File: src/rtl/wb_ahb_bridge.sv
// Wishbone-classic slave to AHB-Lite single-master bridge with an address window.
// Optional hready-low timeout is enabled by defining WB_AHB_TIMEOUT_EN.
module wb_ahb_bridge #(
    parameter logic [31:0] BASE_ADDR   = 32'h3000_0000,
    parameter int unsigned WINDOW_BITS = 16,
    parameter int unsigned HADDR_W     = 32,
    parameter int unsigned TIMEOUT     = 255
) (
    input  logic               clk,
    input  logic               nreset,
    input  logic               wbs_cyc_i,
    input  logic               wbs_stb_i,
    input  logic               wbs_we_i,
    input  logic [3:0]         wbs_sel_i,
    input  logic [31:0]        wbs_adr_i,
    input  logic [31:0]        wbs_dat_i,
    output logic               wbs_ack_o,
    output logic [31:0]        wbs_dat_o,
    output logic [HADDR_W-1:0] haddr,
    output logic               hwrite,
    output logic [2:0]         hsize,
    output logic [2:0]         hburst,
    output logic               hmastlock,
    output logic [3:0]         hprot,
    output logic [1:0]         htrans,
    output logic [31:0]        hwdata,
    input  logic [31:0]        hrdata,
    input  logic               hready,
    input  logic               hresp,
    output logic               bus_err_o
);

    localparam logic [1:0] HTRANS_IDLE   = 2'b00;
    localparam logic [1:0] HTRANS_NONSEQ = 2'b10;

    typedef enum logic [1:0] {S_IDLE, S_ADDR, S_DATA, S_ACK} state_t;

    if (TIMEOUT < 1 || TIMEOUT > 65535) begin : g_bad_timeout
        $error("wb_ahb_bridge: TIMEOUT must be within 1..65535");
    end

    state_t                 state, state_d;
    logic                   pend, pend_d;
    logic                   capture;
    logic [WINDOW_BITS-1:0] req_off;
    logic                   req_we;
    logic                   req_hit;
    logic [3:0]             req_sel;
    logic [31:0]            req_dat;

    logic [2:0]             req_size;
    logic                   sel_ok;
    logic                   req_legal;
    logic [WINDOW_BITS-1:0] req_aligned;
    logic                   timeout_c;

    logic [1:0]             htrans_d;
    logic                   ack_d;
    logic                   err_d;
    logic [31:0]            dat_d;
    logic [HADDR_W-1:0]     haddr_d;
    logic                   hwrite_d;
    logic [2:0]             hsize_d;
    logic [31:0]            hwdata_d;

    assign hburst    = 3'b000;
    assign hmastlock = 1'b0;
    assign hprot     = 4'b0011;

    // Byte-select decode to transfer size; unsupported patterns are rejected like a window miss.
    always_comb begin
        req_size = 3'd0;
        sel_ok   = 1'b1;
        case (req_sel)
            4'b1111:                            req_size = 3'd2;
            4'b0011, 4'b1100:                   req_size = 3'd1;
            4'b0001, 4'b0010, 4'b0100, 4'b1000: req_size = 3'd0;
            default:                            sel_ok   = 1'b0;
        endcase
        req_aligned = req_off;
        if (req_size == 3'd2) begin
            req_aligned[1:0] = 2'b00;
        end else if (req_size == 3'd1) begin
            req_aligned[0] = 1'b0;
        end
    end

    assign req_legal = req_hit & sel_ok;

`ifdef WB_AHB_TIMEOUT_EN
    localparam logic [15:0] TO_LAST = 16'(TIMEOUT - 1);
    logic [15:0] to_cnt;

    // Counts stalled cycles of the current transfer; idle clears it before every ADDR entry.
    always_ff @(posedge clk or negedge nreset) begin
        if (!nreset) begin
            to_cnt <= '0;
        end else if (state == S_IDLE) begin
            to_cnt <= '0;
        end else if ((state == S_ADDR || state == S_DATA) && !hready) begin
            to_cnt <= to_cnt + 16'd1;
        end
    end

    assign timeout_c = (state == S_ADDR || state == S_DATA) && !hready && (to_cnt == TO_LAST);
`else
    assign timeout_c = 1'b0;
`endif

    always_ff @(posedge clk or negedge nreset) begin
        if (!nreset) begin
            state <= S_IDLE;
            pend  <= 1'b0;
        end else begin
            state <= state_d;
            pend  <= pend_d;
        end
    end

    // Next state and next values of all registered bus outputs.
    always_comb begin
        state_d  = state;
        pend_d   = pend;
        capture  = 1'b0;
        htrans_d = HTRANS_IDLE;
        ack_d    = 1'b0;
        err_d    = 1'b0;
        dat_d    = wbs_dat_o;
        haddr_d  = haddr;
        hwrite_d = hwrite;
        hsize_d  = hsize;
        hwdata_d = hwdata;
        case (state)
            S_IDLE: begin
                if (pend) begin
                    pend_d = 1'b0;
                    if (req_legal) begin
                        state_d  = S_ADDR;
                        htrans_d = HTRANS_NONSEQ;
                        haddr_d  = HADDR_W'(req_aligned);
                        hwrite_d = req_we;
                        hsize_d  = req_size;
                    end else begin
                        state_d = S_ACK;
                        ack_d   = 1'b1;
                        err_d   = 1'b1;
                        dat_d   = 32'h0;
                    end
                end else if (wbs_cyc_i && wbs_stb_i) begin
                    capture = 1'b1;
                    pend_d  = 1'b1;
                end
            end
            S_ADDR: begin
                if (hready) begin
                    state_d  = S_DATA;
                    hwdata_d = req_dat;
                end else begin
                    htrans_d = HTRANS_NONSEQ;
                end
            end
            S_DATA: begin
                if (hready) begin
                    state_d = S_ACK;
                    ack_d   = 1'b1;
                    if (hresp) begin
                        dat_d = 32'hFFFF_FFFF;
                        err_d = 1'b1;
                    end else if (!req_we) begin
                        dat_d = hrdata;
                    end
                end
            end
            S_ACK:   state_d = S_IDLE;
            default: state_d = S_IDLE;
        endcase
        if (timeout_c) begin
            state_d  = S_ACK;
            htrans_d = HTRANS_IDLE;
            ack_d    = 1'b1;
            err_d    = 1'b1;
            dat_d    = 32'hDEAD_BEEF;
        end
    end

    // Request capture: Wishbone inputs are only looked at while idle.
    always_ff @(posedge clk or negedge nreset) begin
        if (!nreset) begin
            req_off <= '0;
            req_we  <= 1'b0;
            req_hit <= 1'b0;
            req_sel <= 4'h0;
            req_dat <= 32'h0;
        end else if (capture) begin
            req_off <= wbs_adr_i[WINDOW_BITS-1:0];
            req_we  <= wbs_we_i;
            req_hit <= (wbs_adr_i[31:WINDOW_BITS] == BASE_ADDR[31:WINDOW_BITS]);
            req_sel <= wbs_sel_i;
            req_dat <= wbs_dat_i;
        end
    end

    always_ff @(posedge clk or negedge nreset) begin
        if (!nreset) begin
            htrans    <= HTRANS_IDLE;
            wbs_ack_o <= 1'b0;
            bus_err_o <= 1'b0;
            wbs_dat_o <= 32'h0;
            haddr     <= '0;
            hwrite    <= 1'b0;
            hsize     <= 3'd0;
            hwdata    <= 32'h0;
        end else begin
            htrans    <= htrans_d;
            wbs_ack_o <= ack_d;
            bus_err_o <= err_d;
            wbs_dat_o <= dat_d;
            haddr     <= haddr_d;
            hwrite    <= hwrite_d;
            hsize     <= hsize_d;
            hwdata    <= hwdata_d;
        end
    end

endmodule
File: config.mk
export PLATFORM = sky130hd
export DESIGN_NAME = wb_ahb_bridge
export DESIGN_NICKNAME = d
export VERILOG_FILES = /design/src/rtl/wb_ahb_bridge.sv
export SDC_FILE = /design/constraint.sdc
export NUM_CORES = 1
export LEC_CHECK = 0
export CAP_MARGIN = 20
export CELL_PAD_IN_SITES_DETAIL_PLACEMENT = 1
export CELL_PAD_IN_SITES_GLOBAL_PLACEMENT = 1
export CORE_ASPECT_RATIO = 0.5
export CORE_UTILIZATION = 35
export CTS_CLUSTER_DIAMETER = 30
export DETAILED_ROUTE_END_ITERATION = 10
export PLACE_DENSITY = 0.87
export SYNTH_ARGS = -nofsm -noshare
export SYNTH_HDL_FRONTEND = slang
export SYNTH_SLANG_ARGS = --single-unit
File: constraint.sdc
create_clock -name clk -period 3.02 [get_ports clk]
set_clock_uncertainty 0.2 [all_clocks]
set_input_delay 0.453 -clock clk [delete_from_list [all_inputs] [get_ports clk]]
set_output_delay 0.453 -clock clk [all_outputs]
set_load 0.05 [all_outputs]
== Yosys cells after proc, flatten, opt, wreduce, memory -nomap -nowiden ==
Cells that the tools add are included.
W data, S select, Z words.

* Register bits after elaboration: 145
* Input bits: 107
* Output and inout bits: 112
* Logic and storage cells: 73

* Equality and inequality tests: 18
* Multiplexer cells: 30
* Bitwise operators: 1
* Reduce and logical (&&, ||, !) cells: 9

{| class="wikitable"
|+ Operator list
! operator !! number
|-
| $mux W32 || 5
|-
| $pmux W32 S2 || 1
|-
| $eq A16 B14 Y1 const B || 1
|-
| $mux W2 || 7
|-
| $eq A4 B4 Y1 const B || 3
|-
| $mux W1 || 12
|-
| $eq A4 B2 Y1 const B || 2
|-
| $ne A2 B2 Y1 const B || 4
|-
| $pmux W2 S2 || 2
|-
| $pmux W2 S4 || 1
|-
| $reduce_or A7 Y1 || 1
|-
| $reduce_and A3 Y1 || 2
|-
| $reduce_and A5 Y1 || 1
|-
| $eq A2 B2 Y1 const B || 2
|-
| $eq A4 B1 Y1 const B || 1
|-
| $eq A4 B3 Y1 const B || 1
|-
| $pmux W1 S2 || 2
|-
| $eq A3 B1 Y1 const B || 1
|-
| $eq A3 B2 Y1 const B || 1
|-
| $ne A3 B3 Y1 const B || 1
|-
| $eq A2 B1 Y1 const B || 1
|-
| $logic_not A2 Y1 || 1
|-
| $reduce_and A2 Y1 || 1
|-
| $reduce_bool A2 Y1 || 1
|-
| other kinds (3) || 3
|}

== Logic depth before layout (Yosys ltp) ==
Gate-level depths: netlist of run 1.

* Depth after elaboration: 7
* Mapped depth: 9
* Gate-level depth less buffers: 7

== Worst setup path after synthesis of run 1 ==
OpenSTA, ideal clock, no wires.

* Path kind: register to register
* Start point: reg state[0]
* End point: reg req_dat[15]
* Setup time: 127 ps
* Arrival: 1569 ps
* Data required time: 2693 ps
* Path slack: 1124 ps
* Stages on the path, launching flop included: 9
* Buffers on the path: 2
* Period minus slack after synthesis: 1896 ps
* Cells stage by stage: dfrtp_1 > inv_1 > ha_1 > inv_2 > nor2_1 > nand3_1 > buf_4 > buf_6 > mux2_1

* Longest elaborated chain between the ends: 2

{| class="wikitable"
|+ Ends and longest elaborated chain
! item !! RTL line !! text
|-
| start, declared || 42 || <nowiki>state_t state, state_d;</nowiki>
|-
| start signal, assigned || 115 || <nowiki>state <= state_d;</nowiki>
|-
| $logic_not A2 Y1 || 133 || <nowiki>case (state)</nowiki>
|-
| $mux W1 || 133 ||
|-
| end signal, assigned || 199 || <nowiki>req_dat <= wbs_dat_i;</nowiki>
|-
| end, declared || 49 || <nowiki>logic [31:0] req_dat;</nowiki>
|}

No other way between the ends.
A chain may end at the register's enable or synchronous reset.

== Worst setup path after layout of run 1 ==
* Start point: reg state[1]
* End point: reg wbs_dat_o[13]

* Longest elaborated chain between the ends: 3
* Elaborated cells between the ends (all ways): 9
* Classes of those cells: eq/ne (5); mux (1); reduce/logical (3)

{| class="wikitable"
|+ Ends and longest elaborated chain
! item !! RTL line !! text
|-
| $eq A2 B2 Y1 / $logic_not A2 Y1 (equally long branches) || 133 ||
|-
| $ne A3 B3 Y1 (no line) (tied with other cells) || -- ||
|-
| $reduce_and A5 Y1 (no line) || -- ||
|-
| end signal, assigned || 217 || <nowiki>wbs_dat_o <= dat_d;</nowiki>
|-
| end, declared || 18 || <nowiki>output logic [31:0] wbs_dat_o,</nowiki>
|}

Several ways; a longest one is shown, not always the timed one.

==> run summary, run 1 <==
==================================================================================================
Layout cell share with drive strength beyond 1                                               0.239
Syn_area_per_cell                                                                         13.5 um2
EDFF count, synth                                                                                0
DR iter-0 viols                                                                                246
Synth area leaders                                                                    sky130_fd_sc_hd__dfrtp_1, sky130_fd_sc_hd__mux2_2, sky130_fd_sc_hd__o21ai_0
Critical-path maximum fanout                                                                    32
Count of filler cells inserted in the layout                                                  1689
Most frequent cell on the critical path                                               sky130_fd_sc_hd__o21ai_2
Master cell of the clock root buffer                                                  sky130_fd_sc_hd__clkbuf_16
Highest achievable clock rate                                                              434 MHz
Cell with the largest stage delay on the worst path                                   sky130_fd_sc_hd__dfrtp_1
Total I/O pin count                                                                            219
Die X                                                                                       188 um
Minimum clock period after layout                                                          2.30 ns
Total Nets Final                                                                               754
FFs w/ async S/R, synth                                                                       1.00
Reported max-cap violation count                                                                 0
Nature of the critical path endpoint                                                     flip-flop
Worst EP required                                                                          3.10 ns
Setup TNS                                                                                     0 ns
Slew at the pin with the worst max-slew slack                                             0.662 ns
Total non-filler cell area in the finished layout                                      0.00874 mm2
Worst-case setup slack after placement                                                    0.657 ns
P&R area growth vs syn                                                                       44.0%
Type of the most critical hold path                                                   flip-flop to flip-flop
Total number of placement rows                                                                  33
Sum of internal, switching and leakage power                                               9.29 mW
Detailed-route wire length per cell                                                        18.5 um
Wire length of the first global-routing pass                                               26.4 mm
Clk buf depth                                                                                    2
Post-synthesis cell area                                                               0.00607 mm2
Critical path's largest stage delay                                                        0.40 ns
Total core area                                                                         0.0167 mm2
Final clock period utilization by the worst path                                             0.763
Clock transition time at the flip-flop clock pins of the worst setup and hold paths        0.06 ns
Total Routing Usage GR                                                                       0.192
Post-synth top area cell                                                              sky130_fd_sc_hd__dfrtp_1
Final Util                                                                                   0.524
Total grt overflow                                                                               0
Worst rel slew slack                                                                         0.559
Sinks on the clock net                                                                         143
Yosys top cell area share                                                                    0.590
Count of nets left with antenna violations after detail routing                                  0
Result of the run                                                                        completed
HPWL reported at the end of detailed placement                                             11.4 mm
Leakage dissipation                                                                        3.72 nW
Top_reg_cell synth                                                                    sky130_fd_sc_hd__dfrtp_1
Areal power density over the cells                                                     1060 mW/mm2
Count of endpoints failing setup in the final report                                             0
Sum of routed wire length over all layers                                                  16.4 mm
Die Span Y                                                                                 95.1 um
Portion of the post-synthesis area used by sequential elements                               0.590
Die Area                                                                                0.0179 mm2
RSZ-0062 raised after global routing                                                            no
DP Cell Count                                                                                  851
Final std cells w/o fill                                                                       883
Hold violation total from the final report                                                       0
Placed cell areas                                                                      0.00809 mm2
Worst endpoint data arrival time                                                           2.38 ns
Max-slew violations                                                                              0
Final estimated routing congestion in global placement                                       0.736
Post-CTS setup repair buffer count                                                               0
Antenna violations before repair                                                                 0
Number of global-route vias before repair                                                     4695
CP Cell Sequence                                                                      inv_1 > ha_1 > inv_2 > o22ai_1 > o21ai_2 > buf_4 > o21ai_0 > o21ai_2
Skew-Pair Late Insertion Delay                                                             0.42 ns
Highest ir drop seen on vdd                                                               0.499 mV
Post-synthesis cell count                                                                      451
Post-synth cell types                                                                           38
Maximum number of pins on one net before global-route repair                                    70
TritonCTS clock tree                                                                          done
DRC violation count after routing                                                                0
Number of warnings reported in the yosys synthesis log                                           0
DRT Pass-1 Iters                                                                                 4
Kind of critical path                                                                 flip-flop to flip-flop
H-Tree Level Count                                                                               4
Vias per cell                                                                                 4.86
Fin Hold WS                                                                               0.288 ns
IO buf count                                                                                   192
Initial standard-cell utilization of the core                                                0.364
Startpoint kind of the worst setup timing path                                           flip-flop
Num CTS Buffers                                                                                 17
Antenna diode instance count                                                                     0
Worst path setup slack after routing                                                      0.716 ns
Number of vias after detailed routing                                                         4295
Seq cells post-synth                                                                           143
==================================================================================================
==> sequential cells by signal, indices dropped and copies added (netlist names) <==
| register | flops |
|---|---|
| haddr | 16 |
| req_we | 1 |
| pend | 1 |
| hsize | 2 |
| state | 2 |
| hwdata | 32 |
| req_sel | 4 |
| htrans | 1 |
| wbs_ack_o | 1 |
| req_off | 16 |
| req_hit | 1 |
| req_dat | 32 |
| bus_err_o | 1 |
| hwrite | 1 |
| wbs_dat_o | 32 |
==> cells in the mapped netlist, drive strengths merged (2+ instances only) <==
cell type,count
nand2,7
nand4,3
o21ai,103
clkbuf,9
inv,7
ha,3
conb,2
a21oi,4
mux2,100
nor2,6
nor4,3
dfrtp,143
nand3,3
buf,44
nand2b,2
==> power by group <==
part / internal, mW / leakage, nW / switching, mW / total (mW)
Sequential: 2.65 / 1.81 / 0.413 / 3.07
Clock: 1.47 / 0.299 / 0.839 / 2.31
Combinational: 1.49 / 1.62 / 2.43 / 3.92
==> logic make-up (layout without fill, tap and decap cells) <==
family	Yosys count	in the layout	share of synthesized area
fa+ha+maj	3	3	0.00618
buf+inv	60	241	0.0678
flops	143	143	0.590
compound gates	115	115	0.117
mux	100	100	0.194
simple gates	28	28	0.0247
other cells	2	26	0.00124
==> cell usage in the layout, fill, tap and decap left out, types with 6 or more instances in the layout <==
master                              n
sky130_fd_sc_hd__dfrtp_1          143
sky130_fd_sc_hd__nand2_1            7
sky130_fd_sc_hd__o21ai_1           14
sky130_fd_sc_hd__clkdlybuf4s50_1  191
sky130_fd_sc_hd__o21ai_0           67
sky130_fd_sc_hd__nor2_1             6
sky130_fd_sc_hd__buf_4              8
sky130_fd_sc_hd__mux2_4            13
sky130_fd_sc_hd__conb_1            26
sky130_fd_sc_hd__mux2_2            73
sky130_fd_sc_hd__o21ai_2           22
sky130_fd_sc_hd__inv_1              6
sky130_fd_sc_hd__mux2_1            14
sky130_fd_sc_hd__clkbuf_16         17
==> worst max-delay path: cells and delay by family (launching register included) <==
| kind | cells | cell delay [ns] |
|---|---|---|
| DFF | 1 | 0.40 |
| buffers and inverters | 3 | 0.46 |
| AOI/OAI and AO/OA | 4 | 0.80 |
| adders and majority gates | 1 | 0.31 |
==> worst paths after layout <==
kind | from | endpoint | slack, ns | cells past startpoint
min in group asynchronous | nreset | req_off[4] | 0.38 | 2
hold reg to reg | req_dat[27] | req_dat[27] | 0.29 | 1
max in group asynchronous | nreset | hwdata[30] | 1.44 | 3
setup / recovery | state[1] | wbs_dat_o[13] | 0.72 | 8
hold / removal | req_dat[27] | req_dat[27] | 0.29 | 1
setup reg to reg | state[1] | wbs_dat_o[13] | 0.72 | 8
==> what timing repair did <==
item                      CTS  global route
hold endpoints to repair   67             0
hold buffers                1             0
gates resized for setup     0             0
==> area by class of cell <==
type / count / area (um2) / area share
clock buffers: 18 / 429 / 0.0491
clock inverters: 13 / 211 / 0.0242
inverters: 7 / 26.3 / 0.00301
multi-input cells: 272 / 2180 / 0.249
flip-flops and latches: 143 / 3580 / 0.409
well taps: 227 / 284 / 0.0325
repair buffers: 203 / 2030 / 0.233
==> per-layer routing <==
metal | part of all wire | track usage
met4 | 0.029 | 0.0874
met2 | 0.53 | 0.336
met3 | 0.036 | 0.0401
met1 | 0.41 | 0.233
met5 | 0 | 0
Power figures use the tool's default switching activity.
==> run 2, diff against run 1 <==
==> constraint.sdc (replaced) <==
create_clock -name clk -period 2.3 [get_ports clk]
set_clock_uncertainty 0.2 [all_clocks]
set_input_delay 0.345 -clock clk [delete_from_list [all_inputs] [get_ports clk]]
set_output_delay 0.345 -clock clk [all_outputs]
set_load 0.05 [all_outputs]
==> run 2 against run 1 <==
Against the previous run:
- sequential cell count unchanged
- sequential power increased by 33%
- power increased by 30%
- critical endpoint is now haddr[8]
- largest power group unchanged
==> run summary, run 2 (synthesized netlist as in run 1, its figures left out) <==
==================================================================================================
Result of the run                                                                        completed
Total grt overflow                                                                               0   unchanged
Count of filler cells inserted in the layout                                                  1704   +0.89%
Detailed-route wire length per cell                                                        20.0 um   +7.7%
Nature of the critical path endpoint                                                    output pin
Final std cells w/o fill                                                                       887   +0.45%
Setup TNS                                                                                     0 ns   unchanged
DRT Pass-1 Iters                                                                                 4   unchanged
Type of the most critical hold path                                                   input port to async pin
Antenna violations before repair                                                                 0   unchanged
Clk buf depth                                                                                    2   unchanged
Count of endpoints failing setup in the final report                                             0   unchanged
Wire length of the first global-routing pass                                               27.3 mm   +3.4%
Number of vias after detailed routing                                                         4343   +1.1%
IO buf count                                                                                   192   unchanged
RSZ-0062 raised after global routing                                                            no
Critical-path maximum fanout                                                                     2   -94%
Maximum number of pins on one net before global-route repair                                    57   -19%
DP Cell Count                                                                                  854   +0.35%
Die Span Y                                                                                 95.1 um   unchanged
Total Nets Final                                                                               757   +0.40%
Slew at the pin with the worst max-slew slack                                             0.583 ns   -0.0783 ns
Die X                                                                                       188 um   unchanged
CP Cell Sequence                                                                      clkdlybuf4s50_1
Leakage dissipation                                                                        3.73 nW   +0.16%
Leading cell type in the layout, fill and taps excluded                               sky130_fd_sc_hd__clkdlybuf4s50_1
Vias per cell                                                                                 4.90   +0.66%
Critical path buffer and inverter count                                                          1   -2
Highest ir drop seen on vdd                                                               0.696 mV   +39%
TritonCTS clock tree                                                                          done
Count of nets left with antenna violations after detail routing                                  0   unchanged
Total internal power                                                                       7.11 mW   +27%
Final clock period utilization by the worst path                                             0.955
Sequential fraction of design power                                                          0.338   +0.008
Areal power density over the cells                                                     1380 mW/mm2   +30%
Startpoint kind of the worst setup timing path                                           flip-flop
H-Tree Level Count                                                                               4   unchanged
Master cell of the clock root buffer                                                  sky130_fd_sc_hd__clkbuf_16
Total Routing Usage GR                                                                       0.203   +0.0103
Fin Hold WS                                                                               0.272 ns   -0.0162 ns
DR iter-0 viols                                                                                240   -2.4%
Max-slew violations                                                                              0   unchanged
Sum of routed wire length over all layers                                                  17.7 mm   +8.1%
Highest achievable clock rate                                                              455 MHz
Total non-filler cell area in the finished layout                                      0.00874 mm2   about the same
Post-CTS setup repair buffer count                                                               0   unchanged
Skew-Pair Late Insertion Delay                                                             0.42 ns   about the same
Number of global-route vias before repair                                                     4814   +2.5%
Number of cells traversed by the worst register-to-register path                                 7   -1
Critical path startpoint                                                                  haddr[8]
Critical path endpoint                                                                    haddr[8]
Largest registers                                                                     hwdata: 32 flops, req_dat: 32 flops, wbs_dat_o: 32 flops
Num CTS Buffers                                                                                 17   unchanged
Sw frac                                                                                      0.410   +0.0141
Total number of placement rows                                                                  33   unchanged
Sum of internal, switching and leakage power                                               12.1 mW   +30%
Reported max-cap violation count                                                                 0   unchanged
DRC violation count after routing                                                                0   unchanged
Layout cell share with drive strength beyond 1                                               0.245   +0.00613
HPWL reported at the end of detailed placement                                             11.5 mm   +0.91%
Antenna diode instance count                                                                     0   unchanged
Critical Path Stages                                                                             1   -7
Critical path's largest stage delay                                                        0.85 ns   +0.45 ns
Worst R2R Start                                                                           state[0]
Kind of critical path                                                                 flip-flop to output pin
Initial standard-cell utilization of the core                                                0.364   unchanged
Total I/O pin count                                                                            219   unchanged
Combinational share of power                                                                 0.431   +0.009
Delay-heaviest family, CP                                                             buffers and inverters
Worst endpoint data arrival time                                                           1.65 ns   -0.73 ns
Reg2reg setup slack                                                                        0.14 ns   -0.58 ns
Clock transition time at the flip-flop clock pins of the worst setup and hold paths        0.06 ns   about the same
Cell with the largest stage delay on the worst path                                   sky130_fd_sc_hd__clkdlybuf4s50_1
Reg2Reg Capture Point                                                                 wbs_dat_o[22]
Net switching power of the design                                                          4.94 mW   +34%
Sinks on the clock net                                                                         143   unchanged
P&R area growth vs syn                                                                       44.1%   about the same
Worst EP required                                                                          1.75 ns   -1.35 ns
Most used cells in the layout excluding fill and tap cells                            sky130_fd_sc_hd__clkdlybuf4s50_1, sky130_fd_sc_hd__dfrtp_1, sky130_fd_sc_hd__mux2_2
Final estimated routing congestion in global placement                                       0.762   +3.5%
Minimum clock period after layout                                                          2.20 ns
Worst rel slew slack                                                                         0.610   +0.0509
Hold violation total from the final report                                                       0   unchanged
Placed cell areas                                                                      0.00814 mm2   +0.59%
Clock network power share                                                                    0.231   -0.017
Total core area                                                                         0.0167 mm2   unchanged
Die Area                                                                                0.0179 mm2   unchanged
==================================================================================================
-- run 2: cell types whose count changed in the layout (fill, tap and decap cells not counted), sizes merged --
cell / change
clkinv: +3
bufinv: -3
buf: +3
inv: +1
-- run 2: layer usage --
metal / vias up / global-route usage / wire length [um] / part of all wire
met1: 2237 / 0.225 / 6830 / 0.39
met2: 130 / 0.382 / 9740 / 0.55
met3: 40 / 0.0386 / 515 / 0.029
met4: 0 / 0.0955 / 605 / 0.034
met5: - / 0 / 0 / 0
li1: 1936 / - / - / -
-- run 2: how the worst min path moves through the flow --
stage / slack [ns] / startpoint / to / cells past startpoint
floorplan: -0.15 / nreset / bus_err_o / 0
global placement: 0.15 / nreset / req_off[11] / 1
detailed placement: 0.16 / nreset / req_off[11] / 1
CTS: 0.28 / nreset / req_off[14] / 2
global route: 0.30 / nreset / req_off[11] / 2
finish: 0.27 / nreset / req_off[11] / 2
-- run 2: timing repair --
action                                 CTS  global route
gates resized for setup                  0             1
endpoints found under the hold margin   52             0
hold buffers                             1             0
setup endpoints to repair                0             1
-- run 2: final cells by class --
cell class,count,area (um2),share of cell area
clock buffers,18,439,0.0502
multi-input cells,272,2180,0.249
inverters,7,26.3,0.00301
repair buffers,206,2080,0.238
clock inverters,14,156,0.0179
well taps,227,284,0.0325
flip-flops and latches,143,3580,0.409
-- run 2: power by group through the flow --
| stage | Combinational [mW] | Clock [mW] | Sequential (mW) |
|---|---|---|---|
| 2_1_floorplan | 2.05 | 0 | 5.51 |
| 3_3_place_gp | 5.01 | 0 | 3.99 |
| 3_5_place_dp | 5.17 | 0 | 4.08 |
| 4_1_cts | 5.25 | 2.86 | 4.09 |
| 5_1_grt | 5.51 | 2.97 | 4.19 |
| 6_report | 5.20 | 2.78 | 4.08 |
-- run 2: per-stage QoR --
step                setup slack (ns)   util
finish                         0.104  0.524
floorplan                      0.404      -
detailed placement            0.0495  0.488
global route                 0.00411  0.524
global placement               0.149  0.488
CTS                           0.0657  0.524
==> run 3, diff against run 2 <==
--- a/config.mk
+++ b/config.mk
@@ -13,6 +13,7 @@
 export CTS_CLUSTER_DIAMETER = 30
 export DETAILED_ROUTE_END_ITERATION = 10
 export PLACE_DENSITY = 0.87
+export SLEW_MARGIN = 20
 export SYNTH_ARGS = -nofsm -noshare
 export SYNTH_HDL_FRONTEND = slang
 export SYNTH_SLANG_ARGS = --single-unit
==> results of run 3 <==
Same layout as run 2: the final DEF is identical, and so are final timing and power.
